### config.mk
export PLATFORM = sky130hd
export DESIGN_NAME = fetch_controller
export DESIGN_NICKNAME = d
export VERILOG_FILES = /design/src/rtl/fetch_controller_pkg.sv /design/src/rtl/fetch_controller.sv
export SDC_FILE = /design/constraint.sdc
export NUM_CORES = 1
export LEC_CHECK = 0
export CORE_UTILIZATION = 45
export CTS_BUF_LIST = sky130_fd_sc_hd__clkbuf_16
export CTS_CLUSTER_DIAMETER = 50
export DETAILED_ROUTE_END_ITERATION = 8
export GPL_TIMING_DRIVEN = 0
export HOLD_SLACK_MARGIN = 0.12
export PLACE_DENSITY = 0.81
export SETUP_SLACK_MARGIN = 0.05
export SLEW_MARGIN = 20
export SYNTH_ARGS = -nofsm -noshare
export SYNTH_HDL_FRONTEND = slang
export SYNTH_SLANG_ARGS = --single-unit
export TNS_END_PERCENT = 100
### constraint.sdc
create_clock -name clock -period 2.6 [get_ports clock]
set_clock_uncertainty 0.1 [all_clocks]
set_input_delay 0.26 -clock clock [delete_from_list [all_inputs] [get_ports clock]]
set_output_delay 0.26 -clock clock [all_outputs]
set_load 0.005 [all_outputs]
### src/rtl/fetch_controller_pkg.sv
// Shared definitions for the instruction fetch controller:
// datapath width, default parameters, FSM state encoding and a PC helper.
package fetch_controller_pkg;

  localparam int XLEN = 32;

  localparam logic [XLEN-1:0] DEF_RESET_PC  = 32'h0000_0000;
  localparam logic [XLEN-1:0] DEF_PC_STEP   = 32'd4;
  localparam logic [XLEN-1:0] DEF_HALT_WORD = 32'h0000_0000;

  typedef enum logic [2:0] {
    S_IDLE = 3'd0,
    S_REQ  = 3'd1,
    S_WAIT = 3'd2,
    S_HOLD = 3'd3,
    S_HALT = 3'd4
  } fetch_state_t;

  // Instruction addresses are word aligned; low two bits are dropped.
  function automatic logic [XLEN-1:0] align_pc(input logic [XLEN-1:0] a);
    return {a[XLEN-1:2], 2'b00};
  endfunction

endpackage

### src/rtl/fetch_controller.sv
// Instruction fetch sequencer: owns the PC, issues one read at a time to
// instruction memory, holds each fetched word for decode, and handles
// redirects (with drop of an in-flight response) and halt-on-end-word.
module fetch_controller
  import fetch_controller_pkg::*;
#(
  parameter logic [XLEN-1:0] RESET_PC  = DEF_RESET_PC,
  parameter logic [XLEN-1:0] PC_STEP   = DEF_PC_STEP,
  parameter logic [XLEN-1:0] HALT_WORD = DEF_HALT_WORD
) (
  input  logic            clock,
  input  logic            reset,
  output logic            mem_req,
  output logic [XLEN-1:0] mem_addr,
  input  logic            mem_ready,
  input  logic            mem_rvalid,
  input  logic [XLEN-1:0] mem_rdata,
  input  logic            redirect,
  input  logic [XLEN-1:0] redirect_pc,
  output logic            if_valid,
  output logic [XLEN-1:0] if_instr,
  output logic [XLEN-1:0] if_pc,
  input  logic            if_ready,
  output logic            halted
);

  fetch_state_t    r_state;
  logic [XLEN-1:0] r_pc;
  logic            r_drop;   // the outstanding response belongs to a stale PC

  logic [XLEN-1:0] w_redir_pc;
  logic [XLEN-1:0] w_seq_pc;

  assign w_redir_pc = align_pc(redirect_pc);
  assign w_seq_pc   = r_pc + PC_STEP;

  // The request address is the PC register itself, so it follows any
  // redirect taken while a request is still waiting for mem_ready.
  assign mem_addr = r_pc;

  // Fetch FSM; redirect takes priority over every other event.
  always_ff @(posedge clock) begin
    if (!reset) begin
      r_state  <= S_IDLE;
      r_pc     <= align_pc(RESET_PC);
      r_drop   <= 1'b0;
      mem_req  <= 1'b0;
      if_valid <= 1'b0;
      if_instr <= '0;
      if_pc    <= align_pc(RESET_PC);
      halted   <= 1'b0;
    end else begin
      unique case (r_state)
        S_IDLE: begin
          if (redirect) r_pc <= w_redir_pc;
          mem_req <= 1'b1;
          r_state <= S_REQ;
        end

        S_REQ: begin
          if (redirect) r_pc <= w_redir_pc;
          if (mem_ready) begin
            // A redirect on the accept cycle makes the response stale.
            mem_req <= 1'b0;
            r_drop  <= redirect;
            r_state <= S_WAIT;
          end
        end

        S_WAIT: begin
          if (redirect) r_pc <= w_redir_pc;
          if (mem_rvalid) begin
            r_drop <= 1'b0;
            if (r_drop || redirect) begin
              mem_req <= 1'b1;
              r_state <= S_REQ;
            end else if (mem_rdata == HALT_WORD) begin
              halted  <= 1'b1;
              r_state <= S_HALT;
            end else begin
              if_instr <= mem_rdata;
              if_pc    <= r_pc;
              if_valid <= 1'b1;
              r_state  <= S_HOLD;
            end
          end else if (redirect) begin
            r_drop <= 1'b1;
          end
        end

        S_HOLD: begin
          // A redirect kills the held word even when decode takes it.
          if (redirect) begin
            r_pc     <= w_redir_pc;
            if_valid <= 1'b0;
            mem_req  <= 1'b1;
            r_state  <= S_REQ;
          end else if (if_ready) begin
            r_pc     <= w_seq_pc;
            if_valid <= 1'b0;
            mem_req  <= 1'b1;
            r_state  <= S_REQ;
          end
        end

        S_HALT: begin
          if (redirect) begin
            r_pc    <= w_redir_pc;
            halted  <= 1'b0;
            mem_req <= 1'b1;
            r_state <= S_REQ;
          end
        end

        default: r_state <= S_IDLE;
      endcase
    end
  end

endmodule

==> results of run 1 <==
## power by group
part / total [uW] / internal, uW / switching [uW]
clock network: 1260 / 655 / 602
logic: 931 / 487 / 444
registers: 1740 / 1630 / 117
## worst reg2reg max path, stage by stage, from the launching register on
cell and delay, ns:
sky130_fd_sc_hd__dfxtp_1 0.47, sky130_fd_sc_hd__ha_1 0.27, sky130_fd_sc_hd__nand3_1 0.14, sky130_fd_sc_hd__nor4_2 0.49, sky130_fd_sc_hd__buf_2 0.33, sky130_fd_sc_hd__nand4_1 0.14, sky130_fd_sc_hd__a32oi_1 0.24, sky130_fd_sc_hd__o31ai_1 0.09
## cells in the final DEF (no fill, tap or decap), types with 16 or more instances in the layout
cell                                n
sky130_fd_sc_hd__clkdlybuf4s50_1  161
sky130_fd_sc_hd__dfxtp_1           99
sky130_fd_sc_hd__nor2_1            85
sky130_fd_sc_hd__mux2i_1           63
sky130_fd_sc_hd__nand2_1           28
sky130_fd_sc_hd__a21oi_1           25
sky130_fd_sc_hd__nand3_1           20
sky130_fd_sc_hd__clkbuf_1          17
sky130_fd_sc_hd__o21ai_0           17
sky130_fd_sc_hd__buf_2             16
## area by class of cell
cell class,count,area [um^2]
fill,854,3190
multi-input combinational,377,2380
sequential,99,1980
timing repair buffer,161,1610
clock buffer,9,225
buffer,39,185
tap,133,166
clock inverter,7,50.0
inverter,7,26.3
## per-layer routing
layer  wire length [um]  global-route usage, %  vias to the layer above
li1                   -                      -                     2228
met1               5940                   32.9                     2193
met2               6910                   47.1                      247
met3               1370                   7.46                       27
met4                252                   11.8                        0
met5                  0                      0                        -
## logic make-up (layout without fill, tap and decap cells)
| group | Yosys count | after routing |
|---|---|---|
| and+or+nand+nor | 204 | 204 |
| buffers and inverters | 46 | 223 |
| AOI/OAI and AO/OA | 103 | 103 |
| muxes | 64 | 64 |
| adders and majority gates | 2 | 2 |
| DFF | 99 | 99 |
| other | 1 | 4 |
## registers in the layout, indices dropped and copies added (netlist names)
register,count
mem_req,1
mem_addr,30
r_drop,1
if_valid,1
if_pc,30
halted,1
r_state,3
if_instr,32
## final timing paths
check / start / end / cells past startpoint
max reg2reg: mem_addr[2] / mem_addr[24] / 7
min reg2reg: r_drop / r_drop / 2
min: reset / mem_addr[31] / 3
max: mem_addr[2] / mem_addr[24] / 7
## stage by stage
stage,util [%],cells
floorplan,-,522
global placement,64.7,816
finish,67.5,832
CTS,67.5,832
global route,67.5,832
detailed placement,64.7,816
==> impl_summary.txt, run 1 <==
----------------------------------------------------
[Worst setup path]
  Endpoint kind of the worst setup timing path ... register
  Crit path buffers/inverters ... 1
  Startpoint type of the worst setup path ... register
  Dominant delay contributor by cell family on the critical path ... simple AND/OR/NAND/NOR gates
  Critical Path, Cell by Cell ... ha_1, nand3_1, nor4_2, buf_2, nand4_1, a32oi_1, o31ai_1
  Worst reg-to-reg setup slack ... 0.22 ns
  CP Data Required Time ... 2.73 ns
  Crit path DAT ... 2.51 ns
  Category of the most critical setup path ... register to register
  Maximum net fanout on the critical path ... 10
  CP max-delay cell ... sky130_fd_sc_hd__nor4_2
  Crit path largest cell delay ... 0.49 ns

[Logic synthesis]
  Cell taking the most area after synthesis ... sky130_fd_sc_hd__dfxtp_1
  Async SR Flop Fraction ... 0%
  Simple-Gate Fraction of Synth Area ... 22.3%
  Yosys top cell area share ... 43.4%
  Count of mapped cells out of synthesis ... 519
  XOR/XNOR share of the synthesized area ... 0%
  Synthesized area ... 0.00456 mm^2
  Compound-cell area share of the yosys netlist ... 15.0%
  Cell types with the largest area share after synthesis ... sky130_fd_sc_hd__dfxtp_1 43%, sky130_fd_sc_hd__mux2i_1 14%, sky130_fd_sc_hd__nor2_1 7.0%, sky130_fd_sc_hd__a21oi_1 2.7%, sky130_fd_sc_hd__nand2_1 2.3%
  Avg Synthesized Cell Area ... 8.79 um^2
  Most common cell in the synthesized netlist ... sky130_fd_sc_hd__dfxtp_1
  Flip-flop and latch count after synthesis ... 99
  List of most frequent post-synthesis cells ... 99 x sky130_fd_sc_hd__dfxtp_1, 85 x sky130_fd_sc_hd__nor2_1, 63 x sky130_fd_sc_hd__mux2i_1
  Multiplexer area fraction after synthesis ... 14.1%
  Synth Warn # ... 0
  Portion of the post-synthesis area used by sequential elements ... 43.4%
  Fraction of the mapped netlist area in adder cells ... 0.494%
  Main flop type after synthesis ... sky130_fd_sc_hd__dfxtp_1
  Post-synthesis cell type count ... 59
  Largest family of logic cells by synthesized area ... simple AND/OR/NAND/NOR gates
  Number of flops mapped to enable cells by yosys ... 0

[Global route]
  Number of global-route vias before repair ... 4697
  Antenna violations before repair ... 0
  Largest net degree at the start of global routing ... 18
  GRT Total Usage ... 27.7%
  First-pass GRT wire length ... 22600 um
  Grt total ovfl ... 0

[Route]
  Remaining antenna violation count ... 0
  Routed vias/inst ... 5.64
  WL/cell ... 17.4 um
  Routed vias ... 4695
  Number of DRC violations after detailed-routing iteration 0 ... 278
  Routed wire length ... 14500 um
  Detailed Routing Iterations Pass 1 ... 7
  Total DRC errors in the routed layout ... 1

[Floorplanning]
  Die X-Extent ... 103 um
  Effective utilization at floorplan ... 46.5%
  Die height ... 103 um
  Floorplan die area ... 0.0105 mm^2
  Core region area ... 0.00982 mm^2
  Top-level port count ... 169
  Standard-cell rows ... 36

[Cells and area]
  Number of antenna repair diodes ... 0
  Layout-stage area growth over the synthesis result ... 45.3%
  Count of nets after finishing ... 765
  Cell area after layout ... 0.00663 mm^2
  Fraction of final layout cells sized beyond drive strength 1 ... 6.72%

[Placement]
  Number of I/O port buffers ... 161
  Routability congestion estimate from global placement ... 0.865
  Half-perimeter wire length of the detailed placement result ... 10800 um
  Worst slack at placement ... -0.0432 ns
  Placed inst area ... 0.00635 mm^2

[Timing]
  Worst hold slack after final layout ... 0.295 ns
  Final count of pins violating max slew ... 0
  Unrepaired setup endpoints after global routing ... no
  Final setup violating endpoints ... 0
  Final sum of negative setup slack ... 0 ns
  Worst-case setup margin in the final layout ... 0.217 ns
  Clock period minus final worst setup slack ... 2.38 ns
  Total count of hold-check failures in the final report ... 0
  Fin crit share ... 91.6%
  Maximum clock rate ... 420 MHz
  Relative slew slack ... 56.1%
  Tightest Pin Transition ... 0.658 ns

[Clock network]
  Number of hold buffers added after CTS ... 0
  Buffers from clock root to sink, at most ... 2
  H-tree level count ... 3
  Number of gates resized after cts ... 0
  CTS clk-pin slew, worst paths ... 0.07 ns
  Clock latency reported for the late side of the worst-skew pair ... 0.34 ns
  Clock tree from TritonCTS ... yes
  Number of buffers added for setup after CTS ... 0
  CTS Buf Count ... 9
  CTS root buf ... sky130_fd_sc_hd__clkbuf_16
  Total clock sinks ... 99

[Run]
  Max-cap violation count ... 0

[Pwr]
  Power density normalized to cell area ... 593 mW/mm^2
  Static power due to leakage ... 0.00288 uW
  Total Power Consumption ... 3930 uW
  Worst voltage drop across the vdd grid ... 0.389 mV

[Outcome]
  Violations in the final reports ... design-rule violations
  Outcome ... complete, but fails checks

[Worst hold path]
  HP Class ... primary input to register

----------------------------------------------------
(Power assumes the default switching activity.)
==> run 2: changes to the inputs <==
PLACE_DENSITY = not set   (was 0.81)
PLACE_DENSITY_LB_ADDON = 0.12   (was not set)
==> run 2 against run 1 <==
The run now ends clean. Sequential share of layout area fell by 0.24 points. Setup slack improved by 0.014 ns. Clock power increased by 13%. Global-route usage increased by 0.29 points. Sequential power barely moved. Final cell count is the same. Routed wire length about the same. Die area is the same. Clock-buffer cell count stayed put. First-iteration DRC count down 4.3%. Combinational power up 0.5%. Non-clock buffer count unchanged. Critical endpoint unchanged. Highest routed layer unchanged.
==> impl_summary.txt, run 2 (synthesis results as in run 1) <==
----------------------------------------------------
[Clock network]
  Buffers from clock root to sink, at most ... 2 (unchanged)
  Clock latency reported for the late side of the worst-skew pair ... 0.35 ns (about the same)
  CTS root buf ... sky130_fd_sc_hd__clkbuf_16
  Total clock sinks ... 99 (unchanged)
  Number of hold buffers added after CTS ... 0 (unchanged)
  CTS Buf Count ... 9 (unchanged)
  CTS clk-pin slew, worst paths ... 0.07 ns (about the same)
  Clock tree from TritonCTS ... yes
  H-tree level count ... 3 (unchanged)

[Worst setup path]
  Crit path launch ... mem_addr[2]
  Category of the most critical setup path ... register to register
  Maximum net fanout on the critical path ... 10 (unchanged)
  Crit path DAT ... 2.50 ns (about the same)
  Cells on worst reg2reg path ... 7 (unchanged)
  CP Data Required Time ... 2.73 ns (about the same)
  Destination of the critical timing path ... mem_addr[24]
  Startpoint type of the worst setup path ... register
  Crit Reg-Reg Endpoint ... mem_addr[24]
  Worst reg-to-reg setup slack ... 0.23 ns (about the same)
  Endpoint kind of the worst setup timing path ... register
  Critical R2R Launch ... mem_addr[2]

[Outcome]
  Outcome ... finished clean

[Timing]
  Final count of pins violating max slew ... 0 (unchanged)
  Fin crit share ... 91.1% (-0.54 points)
  Tightest Pin Transition ... 0.666 ns (+0.00724 ns)
  Maximum clock rate ... 422 MHz (+0.60%)
  Final setup violating endpoints ... 0 (unchanged)
  Final sum of negative setup slack ... 0 ns (unchanged)
  Clock period minus final worst setup slack ... 2.37 ns (-0.0142 ns)
  Total count of hold-check failures in the final report ... 0 (unchanged)
  Relative slew slack ... 55.6% (-0.48 points)
  Worst hold slack after final layout ... 0.311 ns (+0.0166 ns)
  Worst-case setup margin in the final layout ... 0.231 ns (+0.0142 ns)
  Unrepaired setup endpoints after global routing ... no

[Global route]
  First-pass GRT wire length ... 22400 um (-0.76%)
  Grt total ovfl ... 0 (unchanged)
  Largest net degree at the start of global routing ... 17 (-1)
  Number of global-route vias before repair ... 4543 (-3.3%)
  GRT Total Usage ... 28.0% (+0.29 points)
  Antenna violations before repair ... 0 (unchanged)

[Placement]
  Worst slack at placement ... -0.115 ns (-0.0715 ns)
  Number of I/O port buffers ... 161 (unchanged)
  Placed inst area ... 0.00635 mm^2 (unchanged)
  Half-perimeter wire length of the detailed placement result ... 10700 um (-0.50%)
  Placed Cells incl. Taps ... 816 (unchanged)
  Routability congestion estimate from global placement ... 0.881 (+1.8%)

[Worst hold path]
  HP Class ... primary input to register

[Route]
  Sum of met3 wire segment lengths after detailed routing ... 1340 um (-1.8%)
  WL/cell ... 17.4 um (about the same)
  Routed wire length ... 14500 um (about the same)
  Routed vias ... 4741 (+0.98%)
  Met2 wire len ... 6920 um (+0.17%)
  Remaining antenna violation count ... 0 (unchanged)
  Top sig layer ... met4
  Routed vias/inst ... 5.70 (+0.98%)
  Number of DRC violations after detailed-routing iteration 0 ... 266 (-4.3%)
  M1 WL ... 5910 um (-0.42%)
  Detailed Routing Iterations Pass 1 ... 5 (-2)
  Total DRC errors in the routed layout ... 0 (-1)

[Pwr]
  Switching power as a share of total power ... 28.1% (-1.5 points)
  Relative contribution of sequential cells to total power ... 42.4% (-2.0 points)
  Clock share of power ... 34.9% (+2.9 points)
  Worst voltage drop across the vdd grid ... 0.375 mV (-3.7%)
  Internal power summed over all cells ... 2960 uW (+6.8%)
  Power density normalized to cell area ... 616 mW/mm^2 (+3.9%)
  Static power due to leakage ... 0.00292 uW (+1.5%)
  Net switching power ... 1160 uW (-0.46%)
  Fraction of power consumed by combinational cells ... 22.7% (-1.0 points)

[Cells and area]
  Layout-stage area growth over the synthesis result ... 46.4%
  Post-route non-filler standard cell count ... 832 (unchanged)
  Cell area after layout ... 0.00668 mm^2 (+0.79%)
  Top library cells by usage in the layout, fill and taps aside ... 161 x sky130_fd_sc_hd__clkdlybuf4s50_1, 99 x sky130_fd_sc_hd__dfxtp_1, 85 x sky130_fd_sc_hd__nor2_1
  Fraction of final layout cells sized beyond drive strength 1 ... 6.58% (-0.14 points)
  Most common cell after layout, fill and taps aside ... sky130_fd_sc_hd__clkdlybuf4s50_1
  Number of flip-flops under the largest register name ... 32 (unchanged)
  Biggest register ... if_instr
  Count of nets after finishing ... 765 (unchanged)
  Number of antenna repair diodes ... 0 (unchanged)

[Floorplanning]
  Standard-cell rows ... 36 (unchanged)
  Floorplan die area ... 0.0105 mm^2 (unchanged)
  Die height ... 103 um (unchanged)
  Top-level port count ... 169 (unchanged)
  Core region area ... 0.00982 mm^2 (unchanged)
  Effective utilization at floorplan ... 46.5% (unchanged)
  Die X-Extent ... 103 um (unchanged)

[Run]
  Max-cap violation count ... 0 (unchanged)

----------------------------------------------------
-- run 2: changes by cell type in the layout (fill, tap and decap cells not counted), sizes merged --
cell,change
clkinv,+1
inv,-1
clkinvlp,-2
bufinv,+2
-- run 2: layout make-up --
| cell class | count | area [um^2] |
|---|---|---|
| inverters | 7 | 26.3 |
| repair buffers | 161 | 1610 |
| multi-input cells | 377 | 2390 |
| well taps | 133 | 166 |
| plain buffers | 39 | 185 |
| flip-flops and latches | 99 | 1980 |
| clock inverters | 7 | 93.8 |
| fillers | 854 | 3140 |
| clock buffers | 9 | 225 |
-- run 2: what timing repair did --
| action | in CTS | in global routing |
|---|---|---|
| endpoints found under the setup margin | 0 | 1 |
| resized for setup | 0 | 1 |
| buffers inserted | 0 | 0 |
-- run 2: metrics by stage --
stage               utilization (%)  total power, uW
detailed placement             64.7             2700
global placement               64.7             2670
CTS                            67.9             4130
floorplan                         -             2250
global route                   68.0             4300
finish                         68.0             4120
-- run 2: worst max-delay path, stage by stage (launching register included) --
cell and delay (ns):
sky130_fd_sc_hd__dfxtp_1 0.47, sky130_fd_sc_hd__ha_1 0.26, sky130_fd_sc_hd__nand3_1 0.18, sky130_fd_sc_hd__nor4_4 0.43, sky130_fd_sc_hd__buf_2 0.31, sky130_fd_sc_hd__nand4_1 0.15, sky130_fd_sc_hd__a32oi_1 0.25, sky130_fd_sc_hd__o31ai_1 0.10
-- run 2: worst min-delay path by stage --
stage | startpoint | to | cells past startpoint
finish | reset | mem_addr[31] | 3
floorplan | mem_rdata[0] | if_instr[0] | 2
CTS | reset | mem_addr[31] | 3
global placement | r_drop | r_drop | 2
global route | reset | mem_addr[31] | 3
detailed placement | r_drop | r_drop | 2
-- run 2: power groups by stage --
stage	Clock (uW)	Sequential [uW]	Combinational (uW)
after floorplan	0	1760	498
after global placement	0	1770	899
after detailed placement	0	1770	923
after CTS	1460	1740	930
after global routing	1520	1760	1020
final	1430	1740	936
-- run 2: layer usage --
layer	vias up	GRT usage (%)
met5	-	0
met2	261	46.9
li1	2234	-
met3	35	8.20
met4	0	10.4
met1	2211	33.9
